$ cat src/rtl/ram_dp.sv
// Purpose: true dual-port synchronous RAM, two independent read/write ports on one clock.
// Latency: 1 cycle from address/write-enable to dout_a/dout_b (write-first on own port).
// Backpressure: none; both ports accept an access every cycle.
//
// Ports:
//   clk            single clock, all activity on the rising edge
//   rst_n          synchronous active-low reset; clears outputs, blocks writes, keeps memory
//   din_a/b        write data for port A/B
//   we_a/b         write enable (1 = write, 0 = read)
//   addr_a/b       word address
//   dout_a/b       registered read data
//   collision      (RAM_DP_COLLISION_EN only) registered same-address-with-write flag
//
// Optional feature macro: RAM_DP_COLLISION_EN
//   Adds the collision output and a cross-port bypass so a reader at the address being
//   written by the other port sees the new data instead of the old word.

module ram_dp #(
  parameter int DATA_W = 5,
  parameter int ADDR_W = 4
) (
  input  logic              clk,
  input  logic              rst_n,
  input  logic [DATA_W-1:0] din_a,
  input  logic              we_a,
  input  logic [ADDR_W-1:0] addr_a,
  input  logic [DATA_W-1:0] din_b,
  input  logic              we_b,
  input  logic [ADDR_W-1:0] addr_b,
  output logic [DATA_W-1:0] dout_a,
  output logic [DATA_W-1:0] dout_b
`ifdef RAM_DP_COLLISION_EN
  ,
  output logic              collision
`endif
);

  localparam int DEPTH = 2 ** ADDR_W;

  // Shared storage; deliberately never reset or initialised.
  logic [DATA_W-1:0] ram [0:DEPTH-1];

  logic              same_addr;
  logic [DATA_W-1:0] rd_a;
  logic [DATA_W-1:0] rd_b;
  logic              wr_b_en;

  logic [DATA_W-1:0] dout_a_d, dout_a_q;
  logic [DATA_W-1:0] dout_b_d, dout_b_q;
`ifdef RAM_DP_COLLISION_EN
  logic              collision_d, collision_q;
`endif

  assign same_addr = (addr_a == addr_b);

  // Port A owns the word when both ports write the same address.
  assign wr_b_en = we_b && !(we_a && same_addr);

  // Stored (pre-edge) words; a reader sees these unless the bypass applies.
  assign rd_a = ram[addr_a];
  assign rd_b = ram[addr_b];

  always_comb begin
    dout_a_d = we_a ? din_a : rd_a;
    dout_b_d = we_b ? din_b : rd_b;
`ifdef RAM_DP_COLLISION_EN
    collision_d = same_addr && (we_a || we_b);
    // A reader at the other port's write address takes the data being written.
    if (!we_a && we_b && same_addr) dout_a_d = din_b;
    if (!we_b && we_a && same_addr) dout_b_d = din_a;
`endif
  end

  // Memory writes are suppressed during reset; contents survive it.
  always_ff @(posedge clk) begin
    if (rst_n) begin
      if (we_a)    ram[addr_a] <= din_a;
      if (wr_b_en) ram[addr_b] <= din_b;
    end
  end

  always_ff @(posedge clk) begin
    if (!rst_n) begin
      dout_a_q <= '0;
      dout_b_q <= '0;
    end else begin
      dout_a_q <= dout_a_d;
      dout_b_q <= dout_b_d;
    end
  end

`ifdef RAM_DP_COLLISION_EN
  always_ff @(posedge clk) begin
    if (!rst_n) collision_q <= 1'b0;
    else        collision_q <= collision_d;
  end

  assign collision = collision_q;
`endif

  assign dout_a = dout_a_q;
  assign dout_b = dout_b_q;

endmodule

$ cat config.mk
export PLATFORM = sky130hd
export DESIGN_NAME = ram_dp
export DESIGN_NICKNAME = d
export VERILOG_FILES = /design/src/rtl/ram_dp.sv
export SDC_FILE = /design/constraint.sdc
export NUM_CORES = 1
export LEC_CHECK = 0
export ABC_AREA = 0
export BUFFER_PORTS_ARGS = -buffer_cell sky130_fd_sc_hd__buf_2
export CORE_ASPECT_RATIO = 0.7
export CORE_UTILIZATION = 55
export DETAILED_ROUTE_END_ITERATION = 8
export GPL_ROUTABILITY_DRIVEN = 0
export PLACE_DENSITY = 0.8
export SYNTH_ARGS = -nofsm -noshare
export SYNTH_HDL_FRONTEND = slang
export SYNTH_SLANG_ARGS = --single-unit
$ cat constraint.sdc
create_clock -name clk -period 5.3 [get_ports clk]
set_input_delay 1.06 -clock clk [delete_from_list [all_inputs] [get_ports clk]]
set_output_delay 1.06 -clock clk [all_outputs]
set_load 0.02 [all_outputs]
==> flow_metrics.env <==
export IMPL_rows=30
export IMPL_pre_cts_ws_ns=1.26
export IMPL_synth_simple_area_share_pct=6.21
export IMPL_drv_cap=0
export IMPL_final_hold_viol_count=0
export IMPL_clk_latency_ns=0.34
export IMPL_fin_cells=572
export IMPL_fmax_ghz=0.264
export IMPL_cts_max_level=3
export IMPL_fin_nets=461
export IMPL_ant_nets=0
export IMPL_period_minus_slack_ns=3.79
export IMPL_grt_overflow=0
export IMPL_worstMarginPinSlew_ns=1.18
export IMPL_diodes=0
export IMPL_skew_ns=0.00730
export IMPL_yosysWarnings=0
export IMPL_port_buffers=31
export IMPL_io_pins=32
export IMPL_initial_core_util_pct=57.2
export IMPL_synth_avg_cell_area_um2=12.9
export IMPL_synthesis_nets=457
export IMPL_synth_edff_count=80
export IMPL_cp_end_kind="flip-flop"
export IMPL_grt_max_degree=39
export IMPL_vias=4205
export IMPL_drt_first_iter_violations=755
export IMPL_path_max_fanout=38
export IMPL_grt_use_total_pct=32.7
export IMPL_cts_resized=0
export IMPL_grt_pass1_vias=3913
export IMPL_hold_class="reg -> reg"
export IMPL_setup_violations=0
export IMPL_design_area_um2=5990
export IMPL_totalPowerFinal_mw=1.66
export IMPL_run_status="finished clean"
export IMPL_dieArea_um2=10600
export IMPL_dr_pass1_iters=5
export IMPL_p_leak_nw=2.08
export IMPL_synth_top_family_by_area="multiplexers"
export IMPL_final_util_pct=61.2
export IMPL_post_route_period_util_pct=71.4
export IMPL_ys_ff_latch=90
export IMPL_ys_seq_area_share_pct=46.5
export IMPL_synth_distinct_cells=42
export IMPL_dieWidth_um=123
export IMPL_numCtsBuffers=9
export IMPL_fillCellCount=768
export IMPL_max_vdd_ir_drop_mv=0.284
export IMPL_path_clk_slew_ns=0.06
export IMPL_wl_met1_um=6840
export IMPL_dp_hpwl_um=10900
export IMPL_grt_pass1_wl_um=24400
export IMPL_async_flop_share_pct=0
export IMPL_top_layer_used="met5"
export IMPL_clockBufferDepth=2
export IMPL_post_drt_wl_per_cell_um=28.6
export IMPL_syn_to_final_growth_pct=7.06
export IMPL_ys_flop_type="edfxtp_1"
export IMPL_dpl_cell_area_um2=5710
export IMPL_relSlewSlack_pct=21.3
export IMPL_vias_per_cell=7.35
export IMPL_synthCells=435
export IMPL_rsz0062_at_grt="false"
export IMPL_die_h_um=86.4
export IMPL_cp_required_ns=5.28
export IMPL_wl_um=16300
export IMPL_wl_met2_um=6670
export IMPL_clock_sinks=90
export IMPL_place_inst=556
export IMPL_synth_fa_ha_area_share_pct=0
export IMPL_tns_ns=0
export IMPL_setup_ws_ns=1.51
export IMPL_cts_tree="done"
export IMPL_muxShareOfSynthArea_pct=31.3
export IMPL_root_buffer="clkbuf_16"
export IMPL_synth_compound_area_share_pct=11.4
export IMPL_core_area_um2=9800
export IMPL_syn_area_um2=5600
export IMPL_critPathLaunchType="input pin"
export IMPL_layout_drive_gt1_share_pct=33.1
export IMPL_synth_xor_area_share_pct=0.760
export IMPL_wl_met3_um=2530
export IMPL_antenna_found_initial=1
export IMPL_slew_viol_final=0
export IMPL_cp_arrival_ns=3.76
export IMPL_worst_setup_path_type="in -> reg"
export IMPL_drc=0
export IMPL_hold_buffers=0
export IMPL_holdWs_ns=0.829
export IMPL_power_density_nw_per_um2=277
export IMPL_cts_setup_buffers=0
layer usage:
layer	up-vias	global-route usage, %
met1	2077	47.1
li1	1728	-
met5	-	0
met4	2	8.76
met3	39	15.0
met2	359	43.9
sequential cells by signal, summed over array words and instances (netlist names):
| signal | count |
|---|---|
| ram | 80 |
| dout_b | 5 |
| dout_a | 5 |
cell usage after synthesis (9+ instances only):
library cell	n	area [um2]
a21oi_1	11	55.1
buf_4	9	67.6
clkbuf_1	18	67.6
dfxtp_1	10	200
edfxtp_1	80	2400
mux2_2	75	845
mux2i_1	58	581
mux4_2	12	270
nor2_1	9	33.8
nor3_1	9	45.0
o21ai_0	30	150
o21ai_4	10	163
o22ai_1	17	106
cells by family after synthesis:
logic type | Yosys count
muxes | 150
AOI/OAI and AO/OA | 91
DFF | 90
and+or+nand+nor | 60
buffers and inverters | 40
xor gates and xnor gates | 4
critical path, cell delays in order:
cell     delay [ns]
buf_2          0.76
xnor2_2        0.18
nand3_2        0.59
o21ai_1        0.66
o21ai_0        0.47
report_power, final:
part / internal, mW / switching, mW
logic: 0.0836 / 0.146
clock network: 0.365 / 0.257
registers: 0.795 / 0.0129
final timing paths:
path | start | to | slack [ns] | cells after the start
worst min register to register | ram[6][1] | dout_a[1] | 0.83 | 4
worst max-delay path | addr_a[3] | ram[3][0] | 1.51 | 5
worst max register to register | ram[11][0] | dout_a[0] | 3.80 | 4
worst min-delay path | ram[6][1] | dout_a[1] | 0.83 | 4
area by class of cell:
type	count	area, um2	area share (%)
repair buffers	31	155	2.59
well taps	128	160	2.67
multi-input cells	305	2780	46.4
flip-flops and latches	90	2600	43.4
clock inverters	5	56.3	0.939
inverters	2	7.51	0.125
clock buffers	11	233	3.88
cell usage in the layout (no fill, tap or decap), types with 9 or more instances in the layout:
master and count:
mux2_2 75, buf_2 31, o21ai_4 10, nor3_1 9, mux2i_1 58, clkbuf_16 9
edfxtp_1 80, o22ai_1 17, o21ai_0 30, nor2_1 9, dfxtp_1 10, mux4_2 12
a21oi_1 11
No activity file was read; power rests on OpenSTA's default activity.
